### src/rtl/aes_dec_ark_stage.sv
// AES-128 decryption AddRoundKey stage.
// Holds the NROUNDS+1 round keys and XORs each accepted state word with the
// key chosen by its round index. Results, together with routing flags for the
// inverse MixColumns block, leave through a 2-entry FIFO with valid/ready
// handshakes on both sides.
module aes_dec_ark_stage #(
  parameter int NROUNDS = 10
) (
  input  logic         clk,
  input  logic         rst,
  input  logic         key_wr,
  input  logic [3:0]   key_addr,
  input  logic [0:127] key_data,
  input  logic         in_valid,
  output logic         in_ready,
  input  logic [0:127] in_data,
  input  logic [3:0]   in_round,
  output logic         out_valid,
  input  logic         out_ready,
  output logic [0:127] out_data,
  output logic [3:0]   out_round,
  output logic         out_mix,
  output logic         out_last,
  output logic         out_err
);

  // One buffered result: data plus everything that travels with it.
  typedef struct packed {
    logic [0:127] data;
    logic [3:0]   round;
    logic         mix;
    logic         last;
    logic         err;
  } entry_t;

  // Key store: plain registers so the accept cycle can read combinationally.
  logic [0:127] key_q [0:NROUNDS];

  // Output FIFO state. head_q points at the oldest entry.
  entry_t       buf_q [0:1];
  entry_t       buf_d [0:1];
  logic         head_q, head_d;
  logic [1:0]   count_q, count_d;

  // Handshake qualifiers.
  logic         push, pop;
  logic         wr_idx;

  // Freshly computed entry for the word being offered.
  logic [0:127] key_sel;
  logic         round_err;
  entry_t       new_entry;

  // in_ready depends only on the registered occupancy, never on out_ready.
  assign in_ready  = (count_q < 2'd2);
  assign out_valid = (count_q != 2'd0);
  assign push      = in_valid && in_ready;
  assign pop       = out_valid && out_ready;

  // Head entry drives the outputs; entries are zeroed on reset so the
  // outputs show zero until the first word arrives.
  assign out_data  = buf_q[head_q].data;
  assign out_round = buf_q[head_q].round;
  assign out_mix   = buf_q[head_q].mix;
  assign out_last  = buf_q[head_q].last;
  assign out_err   = buf_q[head_q].err;

  // Select the round key; out-of-range rounds see an all-zero key.
  always_comb begin
    key_sel   = '0;
    round_err = (int'(in_round) > NROUNDS);
    for (int i = 0; i <= NROUNDS; i++) begin
      if (in_round == 4'(i)) begin
        key_sel = key_q[i];
      end
    end
  end

  // Build the result word and its routing flags.
  always_comb begin
    new_entry.data  = in_data ^ key_sel;
    new_entry.round = in_round;
    new_entry.mix   = (in_round != 4'd0) && (int'(in_round) <= NROUNDS - 1);
    new_entry.last  = (in_round == 4'd0);
    new_entry.err   = round_err;
  end

  // FIFO next-state: write slot is head when empty, the other slot otherwise.
  always_comb begin
    buf_d[0] = buf_q[0];
    buf_d[1] = buf_q[1];
    head_d   = head_q;
    count_d  = count_q;
    wr_idx   = head_q ^ (count_q == 2'd1);
    if (push) begin
      buf_d[wr_idx] = new_entry;
    end
    if (pop) begin
      head_d = ~head_q;
    end
    count_d = count_q + {1'b0, push} - {1'b0, pop};
  end

  // Key store update; indices above NROUNDS match no entry and are dropped.
  // A write in the accept cycle lands after the read, so the word sees the old key.
  always_ff @(posedge clk) begin
    for (int i = 0; i <= NROUNDS; i++) begin
      if (rst) begin
        key_q[i] <= '0;
      end else if (key_wr && (key_addr == 4'(i))) begin
        key_q[i] <= key_data;
      end
    end
  end

  // FIFO registers; reset discards in-flight words and blocks that edge's accept.
  always_ff @(posedge clk) begin
    if (rst) begin
      buf_q[0] <= '0;
      buf_q[1] <= '0;
      head_q   <= 1'b0;
      count_q  <= 2'd0;
    end else begin
      buf_q[0] <= buf_d[0];
      buf_q[1] <= buf_d[1];
      head_q   <= head_d;
      count_q  <= count_d;
    end
  end

endmodule

### config.mk
export PLATFORM = sky130hd
export DESIGN_NAME = aes_dec_ark_stage
export DESIGN_NICKNAME = d
export VERILOG_FILES = /design/src/rtl/aes_dec_ark_stage.sv
export SDC_FILE = /design/constraint.sdc
export NUM_CORES = 2
export LEC_CHECK = 0
export ABC_AREA = 0
export CAP_MARGIN = 25
export CORE_MARGIN = 3
export CORE_UTILIZATION = 35
export DETAILED_ROUTE_END_ITERATION = 12
export PLACE_DENSITY = 0.58
export SYNTH_ARGS = -nofsm -noshare
export SYNTH_HDL_FRONTEND = slang
export SYNTH_SLANG_ARGS = --single-unit
### constraint.sdc
create_clock -name clk -period 25 [get_ports clk]
set_input_delay 5 -clock clk [delete_from_list [all_inputs] [get_ports clk]]
set_output_delay 5 -clock clk [all_outputs]
set_load 0.05 [all_outputs]
==> impl_metrics.json <==
{
  "critical_path.max_stage_delay_ns": 1.02,
  "worst_clock_skew_ns": 0.03014,
  "numPlacedInstances": 9356,
  "track_usage_pct": 23.73,
  "yosysWarnings": 0,
  "timing.final.hold_violations": 0,
  "critPathArrivalTime_ns": 4.70,
  "cts_max_path_buffers": 3,
  "post_cts_resized": 0,
  "worstReg2RegStart": "count_q[1]",
  "detail_route.vias_per_cell": 5.686,
  "power.static_leakage_nw": 31.50,
  "detailedRoute.firstIterationViolations": 6056,
  "report.final.slew_viol_count": 0,
  "numClockSinks": 1682,
  "dp.final_hpwl_um": 156500,
  "core_region_area_um2": 223200,
  "postSynthAreaPerCell_um2": 12.11,
  "synthCells": 6507,
  "critical_path.max_fanout": 54,
  "final.setup.tns_ns": 0,
  "dr_total_vias": 55370,
  "rrSetupSlack_ns": 21.29,
  "post-cts-setup-buffer-count": 0,
  "global_route.overflow_total": 0,
  "boundaryPins": 406,
  "postRouteWirelength_um": 280700,
  "yosys.cell_count.top_type": "sky130_fd_sc_hd__and2_1",
  "holdWs_ns": 0.4551,
  "power_density_cells_nw_per_um2": 83.14,
  "tightest_slew_ns": 1.275,
  "async_flop_share_pct": 0,
  "maxClockFrequency_mhz": 103.1,
  "h-tree-depth": 4,
  "antenna_found_initial": 70,
  "drive_gt1_share_pct": 10.61,
  "total_number_of_nets_in_the_final_design": 6842,
  "ff2ff_path_depth": 7,
  "globalplace.congestion": 0.8015,
  "die_x_um": 480.5,
  "vdd_ir_drop_max_uv": 67.12,
  "grt_setup_unrepaired": "no",
  "synth-main-ff-cell": "sky130_fd_sc_hd__edfxtp_1",
  "synth.cell_area_um2": 78810,
  "holdPathEnd": "buf_q[1][53]",
  "die_area_um2": 230900,
  "sequential_fraction_of_the_synthesis_area_pct": 60.61,
  "wl_per_cell_um": 28.82,
  "synth_top_cell_area_share_pct": 53.65,
  "worstHoldPathType": "reg2reg",
  "fp.dieH_um": 480.5,
  "first_global_vias": 54640,
  "first_pass_iters": 9,
  "grt_pass1_wl_um": 399700,
  "timing.setup.critical_path_class": "reg2out",
  "maximum_number_of_pins_on_one_net_before_global_route_repair": 228,
  "worst_path_max_delay_cell": "sky130_fd_sc_hd__dfxtp_4",
  "outcome": "complete, no violations",
  "floorplan.initialDensity_pct": 35.32,
  "period_needed_ns": 9.700,
  "synth_top_cells_by_area": "sky130_fd_sc_hd__edfxtp_1 54%, sky130_fd_sc_hd__and2_1 11%, sky130_fd_sc_hd__dfxtp_1 7.0%",
  "yosysUniqueCellTypes": 82,
  "post_synthesis_net_count": 6778,
  "clk_latency_ns": 0.84,
  "syn2layout_area_growth_pct": 15.83,
  "postCtsHoldBufs": 0,
  "worst_path_most_repeated_cell": "sky130_fd_sc_hd__buf_4",
  "post-route-util_pct": 40.91,
  "ys_ff_latch": 1682,
  "antenna_left": 0,
  "cp_data_required_time_ns": 20.00,
  "max_slew_margin_pct": 15.03,
  "synth-edff-count": 1408,
  "cts_buffers": 186,
  "worstHoldPathCells": 2,
  "synth_area_leader_cell": "sky130_fd_sc_hd__edfxtp_1",
  "cp-end-kind": "primary output",
  "tritoncts": "done",
  "cts_clk_pin_slew_worst_paths_ns": 0.06,
  "port_buffers": 405,
  "timing.final.setup_violations": 0,
  "regToRegEndpoint": "buf_q[0][99]",
  "cp_cell_sequence": "buf_4 > buf_4 > mux2_2 > clkdlybuf4s50_1",
  "final_cells": 9738,
  "num_rows": 173,
  "library_cell_used_as_clock_root_buffer": "sky130_fd_sc_hd__clkbuf_16",
  "min-delay-start": "buf_q[1][53]",
  "cap_viol_max_count": 0,
  "timing.critical_path.from_type": "flip-flop",
  "final_worst_path_period_share_pct": 38.80,
  "post_synth_most_frequent_cells": "1420 x sky130_fd_sc_hd__and2_1, 1408 x sky130_fd_sc_hd__edfxtp_1, 508 x sky130_fd_sc_hd__clkbuf_1",
  "drc_errors": 0,
  "p_total_mw": 7.590
}
==> cells in the final DEF, fill, tap and decap left out, drive strengths merged, types with 113 or more instances in the layout <==
cell type	Yosys	final
mux2i	113	113
buf	141	125
clkdlybuf4s50	0	400
dfxtp	274	274
nor3	157	157
edfxtp	1408	1408
o22ai	115	115
nand2	265	265
and2	1421	1421
mux2	207	207
a21oi	319	319
clkbuf	508	267
nor2	222	222
==> how the worst max path moves through the flow <==
stage | to | slack (ns)
floorplan | key_q[4][0] | 13.11
global placement | key_q[1][120] | 15.83
detailed placement | buf_q[1][77] | 15.89
CTS | out_data[96] | 15.18
global route | out_data[47] | 15.15
finish | out_data[79] | 15.30
==> sequential cells by signal (all words and copies together), names as in the netlist, named ones only <==
signal / cells
head_q: 1
buf_q: 270
count_q: 2
key_q: 1408
==> cells by family (layout without fill, tap and decap cells) <==
group,Yosys count,count (layout),share of synthesized area (%)
mux,375,375,5.965
other cells,0,33,0
compound gates,1230,1230,10.94
flops,1682,1682,60.61
simple gates,2477,2477,18.34
buf+inv,688,911,3.523
xor+xnor,53,53,0.5890
fa+ha+maj,2,2,0.03175
==> critical path: cells and delay by family, from the launching register on <==
kind	cells	cell delay, ns
buffers and inverters	3	2.37
flip-flops	1	1.02
multiplexers	1	0.42
==> per-stage QoR <==
stage | setup WS (ns) | area, um2
final | 15.30 | 91290
after global routing | 15.15 | 91250
after CTS | 15.18 | 91150
after detailed placement | 15.89 | 85420
after global placement | 15.83 | 85310
after floorplan | 13.11 | 78810
==> metal layers <==
| layer | GRT usage (%) | wire length [um] | part of all wire [%] |
|---|---|---|---|
| met4 | 9.131 | 10820 | 3.9 |
| met2 | 38.73 | 132100 | 47 |
| met1 | 30.93 | 113500 | 40 |
| met3 | 4.940 | 24130 | 8.6 |
| met5 | 0 | 149 | 0.053 |
==> report_power, final <==
part	total [mW]	internal (mW)	switching, mW	leakage, nW
Clock	2.63	1.46	1.17	2.79
Sequential	3.44	3.30	0.136	15.7
Combinational	1.52	0.502	1.02	13.0
==> layout make-up <==
class | count | area, um2
Sequential cell | 1682 | 47770
Tap cell | 2975 | 3722
Clock inverter | 80 | 568.0
Antenna cell | 33 | 82.58
Timing Repair Buffer | 525 | 5219
Inverter | 39 | 156.4
Fill cell | 20840 | 131900
Multi-Input combinational cell | 4137 | 28610
Clock buffer | 267 | 5160
No activity file was read; power rests on OpenSTA's default activity.
